## src/rtl/fetch_decode_latch_pkg.sv

```systemverilog
// Shared constants for the fetch-to-decode boundary stage.
package fetch_decode_latch_pkg;

  localparam int unsigned FDL_DW = 32;

  // Instruction word used for bubbles in decode.
  localparam logic [FDL_DW-1:0] FDL_NOP = 32'h0000_0000;

  // PC reset vector.
  localparam logic [FDL_DW-1:0] FDL_PC_RESET = 32'h0000_0000;

endpackage

```

## src/rtl/fetch_decode_latch_fd_reg.sv

```systemverilog
// Generic pipeline register: per-bit flip-flops with load enable and a
// synchronous clear that returns every bit to RST_VAL.
module fd_reg #(
  parameter int unsigned  W       = 1,
  parameter logic [W-1:0] RST_VAL = '0
) (
  input  logic         clock,
  input  logic         reset,
  input  logic         clr,
  input  logic         en,
  input  logic [W-1:0] d,
  output logic [W-1:0] q
);

  for (genvar i = 0; i < int'(W); i++) begin : g_bit
    logic q_bit;

    // Single bit: reset/clear dominate, otherwise load when enabled.
    always_ff @(posedge clock) begin
      if (reset || clr) begin
        q_bit <= RST_VAL[i];
      end else if (en) begin
        q_bit <= d[i];
      end
    end

    assign q[i] = q_bit;
  end

endmodule

```

## src/rtl/fetch_decode_latch.sv

```systemverilog
// Fetch-to-decode boundary: aligns each fetch PC with the 1-cycle-late imem
// data, holds it across decode stalls with a 1-entry skid, and drops in-flight
// fetches on a flush.
module fetch_decode_latch
  import fetch_decode_latch_pkg::*;
#(
  parameter int unsigned   DW  = FDL_DW,
  parameter logic [DW-1:0] NOP = DW'(FDL_NOP)
) (
  input  logic          clock,
  input  logic          reset,
  input  logic [DW-1:0] pc_in,
  input  logic [DW-1:0] pc_seq,
  input  logic [DW-1:0] imem_q,
  input  logic          stall,
  input  logic          flush,
  output logic          pc_ena,
  output logic [DW-1:0] fd_pc,
  output logic [DW-1:0] fd_pc_seq,
  output logic [DW-1:0] fd_instr,
  output logic          fd_valid
);

  localparam logic [2*DW-1:0] PC_PAIR_RST = {DW'(FDL_PC_RESET), DW'(FDL_PC_RESET)};

  logic [2*DW-1:0] a_pair;
  logic [2*DW-1:0] fd_pair;
  logic [DW-1:0]   a_pc;
  logic [DW-1:0]   a_pc_seq;
  logic            a_valid;
  logic [DW-1:0]   s_instr;
  logic            s_full;
  logic [DW-1:0]   a_instr;
  logic [DW-1:0]   fd_instr_d;

  logic advance_en;
  logic kill_clr;
  logic skid_load;
  logic skid_full_clr;
  logic skid_full_en;

  // Stage control: flush beats stall, stall beats advance.
  always_comb begin
    advance_en    = 1'b0;
    kill_clr      = 1'b0;
    skid_load     = 1'b0;
    skid_full_clr = 1'b0;
    skid_full_en  = 1'b0;

    kill_clr      = flush;
    advance_en    = ~stall & ~flush;
    // Capture imem data for a_pc on the first stalled edge only; later
    // stalled edges would see data for the held (next) PC instead.
    skid_load     = stall & ~flush & ~s_full;
    skid_full_en  = stall & ~flush;
    skid_full_clr = flush | ~stall;
  end

  // PC register may load whenever decode accepts, and always on a redirect.
  assign pc_ena = ~stall | flush;

  // Instruction matching a_pc: skid once captured, else live imem data.
  assign a_instr    = s_full ? s_instr : imem_q;
  assign fd_instr_d = a_valid ? a_instr : NOP;

  fd_reg #(.W(2*DW), .RST_VAL(PC_PAIR_RST)) u_align_pc (
    .clock (clock), .reset (reset), .clr (1'b0), .en (advance_en),
    .d     ({pc_in, pc_seq}), .q (a_pair)
  );

  fd_reg #(.W(1), .RST_VAL(1'b0)) u_align_valid (
    .clock (clock), .reset (reset), .clr (kill_clr), .en (advance_en),
    .d     (1'b1), .q (a_valid)
  );

  fd_reg #(.W(DW), .RST_VAL(NOP)) u_skid_instr (
    .clock (clock), .reset (reset), .clr (1'b0), .en (skid_load),
    .d     (imem_q), .q (s_instr)
  );

  fd_reg #(.W(1), .RST_VAL(1'b0)) u_skid_full (
    .clock (clock), .reset (reset), .clr (skid_full_clr), .en (skid_full_en),
    .d     (1'b1), .q (s_full)
  );

  fd_reg #(.W(2*DW), .RST_VAL(PC_PAIR_RST)) u_fd_pc (
    .clock (clock), .reset (reset), .clr (1'b0), .en (advance_en),
    .d     (a_pair), .q (fd_pair)
  );

  fd_reg #(.W(DW), .RST_VAL(NOP)) u_fd_instr (
    .clock (clock), .reset (reset), .clr (kill_clr), .en (advance_en),
    .d     (fd_instr_d), .q (fd_instr)
  );

  fd_reg #(.W(1), .RST_VAL(1'b0)) u_fd_valid (
    .clock (clock), .reset (reset), .clr (kill_clr), .en (advance_en),
    .d     (a_valid), .q (fd_valid)
  );

  assign a_pc      = a_pair[2*DW-1:DW];
  assign a_pc_seq  = a_pair[DW-1:0];
  assign fd_pc     = fd_pair[2*DW-1:DW];
  assign fd_pc_seq = fd_pair[DW-1:0];

  // a_pc_seq only rides along to decode; a_pc is kept for readability in waves.
  logic unused_align;
  assign unused_align = ^{a_pc, a_pc_seq};

endmodule
```

## config.mk

```make
export PLATFORM = sky130hd
export DESIGN_NAME = fetch_decode_latch
export DESIGN_NICKNAME = d
export VERILOG_FILES = /design/src/rtl/fetch_decode_latch_pkg.sv /design/src/rtl/fetch_decode_latch_fd_reg.sv /design/src/rtl/fetch_decode_latch.sv
export SDC_FILE = /design/constraint.sdc
export NUM_CORES = 1
export LEC_CHECK = 0
export CORE_MARGIN = 2
export CORE_UTILIZATION = 51
export DETAILED_ROUTE_END_ITERATION = 8
export GPL_TIMING_DRIVEN = 0
export MAX_ROUTING_LAYER = met4
export PLACE_DENSITY = 0.82
export SKIP_LAST_GASP = 1
export SYNTH_ARGS = -nofsm -noshare
export SYNTH_HDL_FRONTEND = slang
export SYNTH_SLANG_ARGS = --single-unit
```

## constraint.sdc

```tcl
create_clock -name clock -period 2.31 [get_ports clock]
set_input_delay 0.693 -clock clock [delete_from_list [all_inputs] [get_ports clock]]
set_output_delay 0.693 -clock clock [all_outputs]
set_load 0.02 [all_outputs]
```

==> results.json, run 1 <==
{
  "number_of_h_tree_levels": 4,
  "p_leak_nw": 4.34,
  "outcome": "finished clean",
  "power.combinational.fraction": 0.114,
  "timing_worst_slew_pin_value_ns": 0.827,
  "cp-end-kind": "primary output",
  "cts_tree": "yes",
  "required_ns": 1.62,
  "design.core.area_um2": 17400,
  "yosys_most_used_dff": "sky130_fd_sc_hd__dfxtp_1",
  "root_buffer": "sky130_fd_sc_hd__clkbuf_16",
  "pwr-share-clk": 0.406,
  "remaining_drc_errors": 0,
  "timing.reg2reg.worst_path_depth": 4,
  "yosys.area_share.xor_xnor": 0,
  "drt_pre_antenna_iters": 5,
  "synth_compound_gate_area_share": 0.192,
  "number_of_synthesized_register_bits": 195,
  "cp_top_family": "buffers and inverters",
  "routabilityCongestion": 0.836,
  "max_clock_freq_mhz": 448,
  "placed_area_um2": 11400,
  "crit_path_cell_trace": "buf_2, buf_6, nand2b_1, clkdlybuf4s15_2",
  "worstSetupPathType": "in2out",
  "reg2reg_from": "u_skid_full.q$_SDFFE_PP0P_",
  "p_total_mw": 7.32,
  "grt_pass1_vias": 7166,
  "grt-ovfl-total": 0,
  "fraction_of_final_layout_cells_with_drive_strength_greater_than_1": 0.171,
  "hold-path-endpoint": "u_align_pc.g_bit[19].q_bit$_SDFFE_PP0P_",
  "synth_common_cells": "sky130_fd_sc_hd__dfxtp_1, sky130_fd_sc_hd__a21oi_1, sky130_fd_sc_hd__or3b_1, sky130_fd_sc_hd__o21ai_0, sky130_fd_sc_hd__buf_4",
  "report.final.slew_viol_count": 0,
  "worstSetupStartpointType": "input pin",
  "detail_route.iter0.violations": 483,
  "tmin_final_ns": 2.23,
  "post_synth_num_cell_types": 21,
  "totalWireLength_mm": 23.1,
  "layout_worst_path_cycle_share": 0.966,
  "pwr-share-seq": 0.480,
  "cts_hold_buf": 0,
  "clk_pin_slew_worst_paths_ns": 0.08,
  "hold_depth": 2,
  "r2r_setup_slack_ns": 0.66,
  "initial_core_util": 0.525,
  "antenna_left": 0,
  "synth.top_cell.area_share": 0.427,
  "worstPathMaxFanout": 19,
  "slowest_delay_ns": 0.27,
  "antennaDiodeCount": 0,
  "grt_antenna_before_repair": 0,
  "clock_tree.buffer_depth": 2,
  "clkSinkCount": 195,
  "via_count": 7331,
  "reg2reg_to": "u_fd_instr.g_bit[1].q_bit$_SDFFE_PP0P_",
  "postSynthNetCount": 1037,
  "die_area_um2": 19000,
  "chipWidth_um": 138,
  "areaGrowthSynthToFinish_pct": 30.9,
  "filler_cell_count": 1390,
  "worst_hold_startpoint": "u_align_pc.g_bit[19].q_bit$_SDFFE_PP0P_",
  "signal_arrival_time_at_the_worst_endpoint_ns": 1.54,
  "post-dp-hpwl_mm": 17.0,
  "placement_rows": 48,
  "yosys-top-cells-area": "sky130_fd_sc_hd__dfxtp_1, sky130_fd_sc_hd__or3b_1, sky130_fd_sc_hd__buf_4",
  "grt_max_degree": 20,
  "finalHoldViolCount": 0,
  "buffer_ports.inserted": 195,
  "cp_num_buf_inv": 3,
  "pwr_density_cell_nw_per_um2": 611,
  "hold_class": "reg2reg",
  "yosys_warnings": 0,
  "post_synth_instance_area_um2": 9150,
  "vdd.ir_drop.worst_uv": 556,
  "worst_clock_skew_ns": 0.0125,
  "largest_family_of_logic_cells_by_synthesized_area": "compound AO/OA/AOI/OAI gates",
  "num-nets-final": 1248,
  "post_synth.cell_area_avg_um2": 9.77,
  "synth_seq_area_share": 0.427,
  "global_route.usage.total": 0.253,
  "route.detailed.vias_per_inst": 5.29,
  "avgRoutedWirePerCell_um": 16.7,
  "final_util": 0.688,
  "postSynth.asyncResetShare": 0,
  "net-switching-power_mw": 1.89,
  "cts_made_buffers": 17,
  "layout.cell_area.non_filler_um2": 12000,
  "unrepaired_setup_endpoints_after_global_routing": "false",
  "timing.critical_path.slowest_stage_cell": "sky130_fd_sc_hd__clkdlybuf4s15_2",
  "synth-adder-area-share": 0,
  "cap_viol_max_count": 0,
  "synth_largest_area_cell": "sky130_fd_sc_hd__dfxtp_1",
  "timing.max_slew.rel_slack": 0.449,
  "synthMostInstantiatedCell": "sky130_fd_sc_hd__dfxtp_1",
  "netlist_instances": 937,
  "cellInternalPower_mw": 5.43,
  "synthSimpleGateAreaFrac": 0.172,
  "global_route_wire_length_before_repair_mm": 36.3,
  "synth_enable_flop_cells": 0,
  "clock_latency_ns": 0.45,
  "finalSetupViolations": 0,
  "switching_part_of_the_total_power": 0.259,
  "boundaryPins": 198,
  "die_y_um": 138,
  "post_synthesis_mux_area_share": 0.0711
}
worst max-delay path by stage:
stage | from | to | slack, ns | depth (start not counted)
after floorplan | flush | pc_ena | 0.06 | 5
after global placement | flush | pc_ena | -0.72 | 6
after detailed placement | stall | pc_ena | -0.73 | 5
after CTS | flush | pc_ena | -0.06 | 5
after global routing | u_fd_instr.g_bit[29].q_bit$_SDFFE_PP0P_ | fd_instr[29] | 0.04 | 2
final | stall | pc_ena | 0.08 | 4
metal layers:
metal,up-vias,wire (um),track usage
met3,28,1180,0.0450
li1,3634,-,-
met1,3450,10500,0.320
met2,219,11100,0.416
met5,-,0,-
met4,0,385,0.0754
flip-flops by register name (all words and copies together) (netlist names):
name                      flops
u_align_pc.g_bit.q_bit       64
u_fd_pc.g_bit.q_bit          64
u_fd_instr.g_bit.q_bit       32
u_skid_instr.g_bit.q_bit     32
u_align_valid.q               1
u_fd_valid.q                  1
u_skid_full.q                 1
cell families (layout without fill, tap and decap cells):
family | count (synthesis) | count (layout)
AO/OA/AOI/OAI | 289 | 289
buffers and inverters | 191 | 415
flip-flops | 195 | 195
multiplexers | 65 | 65
AND/OR/NAND/NOR | 197 | 197
power by group through the flow:
stage / sequential, mW / combinational (mW) / clock, mW
finish: 3.51 / 0.833 / 2.97
global route: 3.52 / 0.902 / 3.14
CTS: 3.51 / 0.832 / 3.00
detailed placement: 3.59 / 0.827 / 0
global placement: 3.59 / 0.814 / 0
floorplan: 3.57 / 0.475 / 0
tightest hold or removal path, stage by stage, from the launching register on:
cell                      delay, ns
sky130_fd_sc_hd__dfxtp_1       0.31
sky130_fd_sc_hd__o21ai_0       0.06
sky130_fd_sc_hd__a21oi_1       0.06
layout make-up:
type                            count  area (um^2)  area share
Multi-Input combinational cell    551         3980       0.332
Sequential cell                   195         3900       0.326
Timing Repair Buffer              195         1950       0.163
Buffer                            187         1270       0.106
Clock buffer                       17          425      0.0355
Tap cell                          225          282      0.0235
Clock inverter                     15          164      0.0137
Inverter                            1         3.75    0.000313
stage by stage:
step	setup slack, ns	hold slack [ns]	std cells	TNS [ns]
after floorplan	0.0588	0.434	937	0
after global placement	-0.723	0.449	1357	-46.06
after detailed placement	-0.727	0.452	1357	-51.62
after CTS	-0.0576	0.471	1387	-0.0576
after global routing	0.0402	0.481	1386	0
final	0.0778	0.472	1386	0
layout by cell type, fill, tap and decap left out:
master and n:
sky130_fd_sc_hd__a211oi_1 1, sky130_fd_sc_hd__a21oi_1 128, sky130_fd_sc_hd__buf_1 4, sky130_fd_sc_hd__buf_12 3, sky130_fd_sc_hd__buf_2 7, sky130_fd_sc_hd__buf_4 99, sky130_fd_sc_hd__buf_6 17, sky130_fd_sc_hd__bufinv_16 1
sky130_fd_sc_hd__clkbuf_1 49, sky130_fd_sc_hd__clkbuf_16 17, sky130_fd_sc_hd__clkbuf_2 8, sky130_fd_sc_hd__clkdlybuf4s15_2 1, sky130_fd_sc_hd__clkdlybuf4s50_1 194, sky130_fd_sc_hd__clkinv_4 3, sky130_fd_sc_hd__clkinvlp_4 1, sky130_fd_sc_hd__dfxtp_1 195
sky130_fd_sc_hd__inv_1 1, sky130_fd_sc_hd__inv_6 5, sky130_fd_sc_hd__inv_8 5, sky130_fd_sc_hd__mux2i_1 65, sky130_fd_sc_hd__nand2b_1 65, sky130_fd_sc_hd__nor3_1 1, sky130_fd_sc_hd__nor3b_1 1, sky130_fd_sc_hd__nor3b_4 1
sky130_fd_sc_hd__o21ai_0 111, sky130_fd_sc_hd__o21ai_1 17, sky130_fd_sc_hd__o2bb2ai_1 2, sky130_fd_sc_hd__o2bb2ai_2 30, sky130_fd_sc_hd__or3b_1 128, sky130_fd_sc_hd__or4b_4 1
what timing repair did:
action	4_1_cts	5_1_grt
setup endpoints to repair	14	81
gates resized for setup	6	14
setup buffers	0	0
(Power assumes the default switching activity.)
==> run 2, diff against run 1 <==
- SLEW_MARGIN: unset -> 20
==> results of run 2 <==
Same layout as run 1: the final DEF is identical, and so are final timing and power.
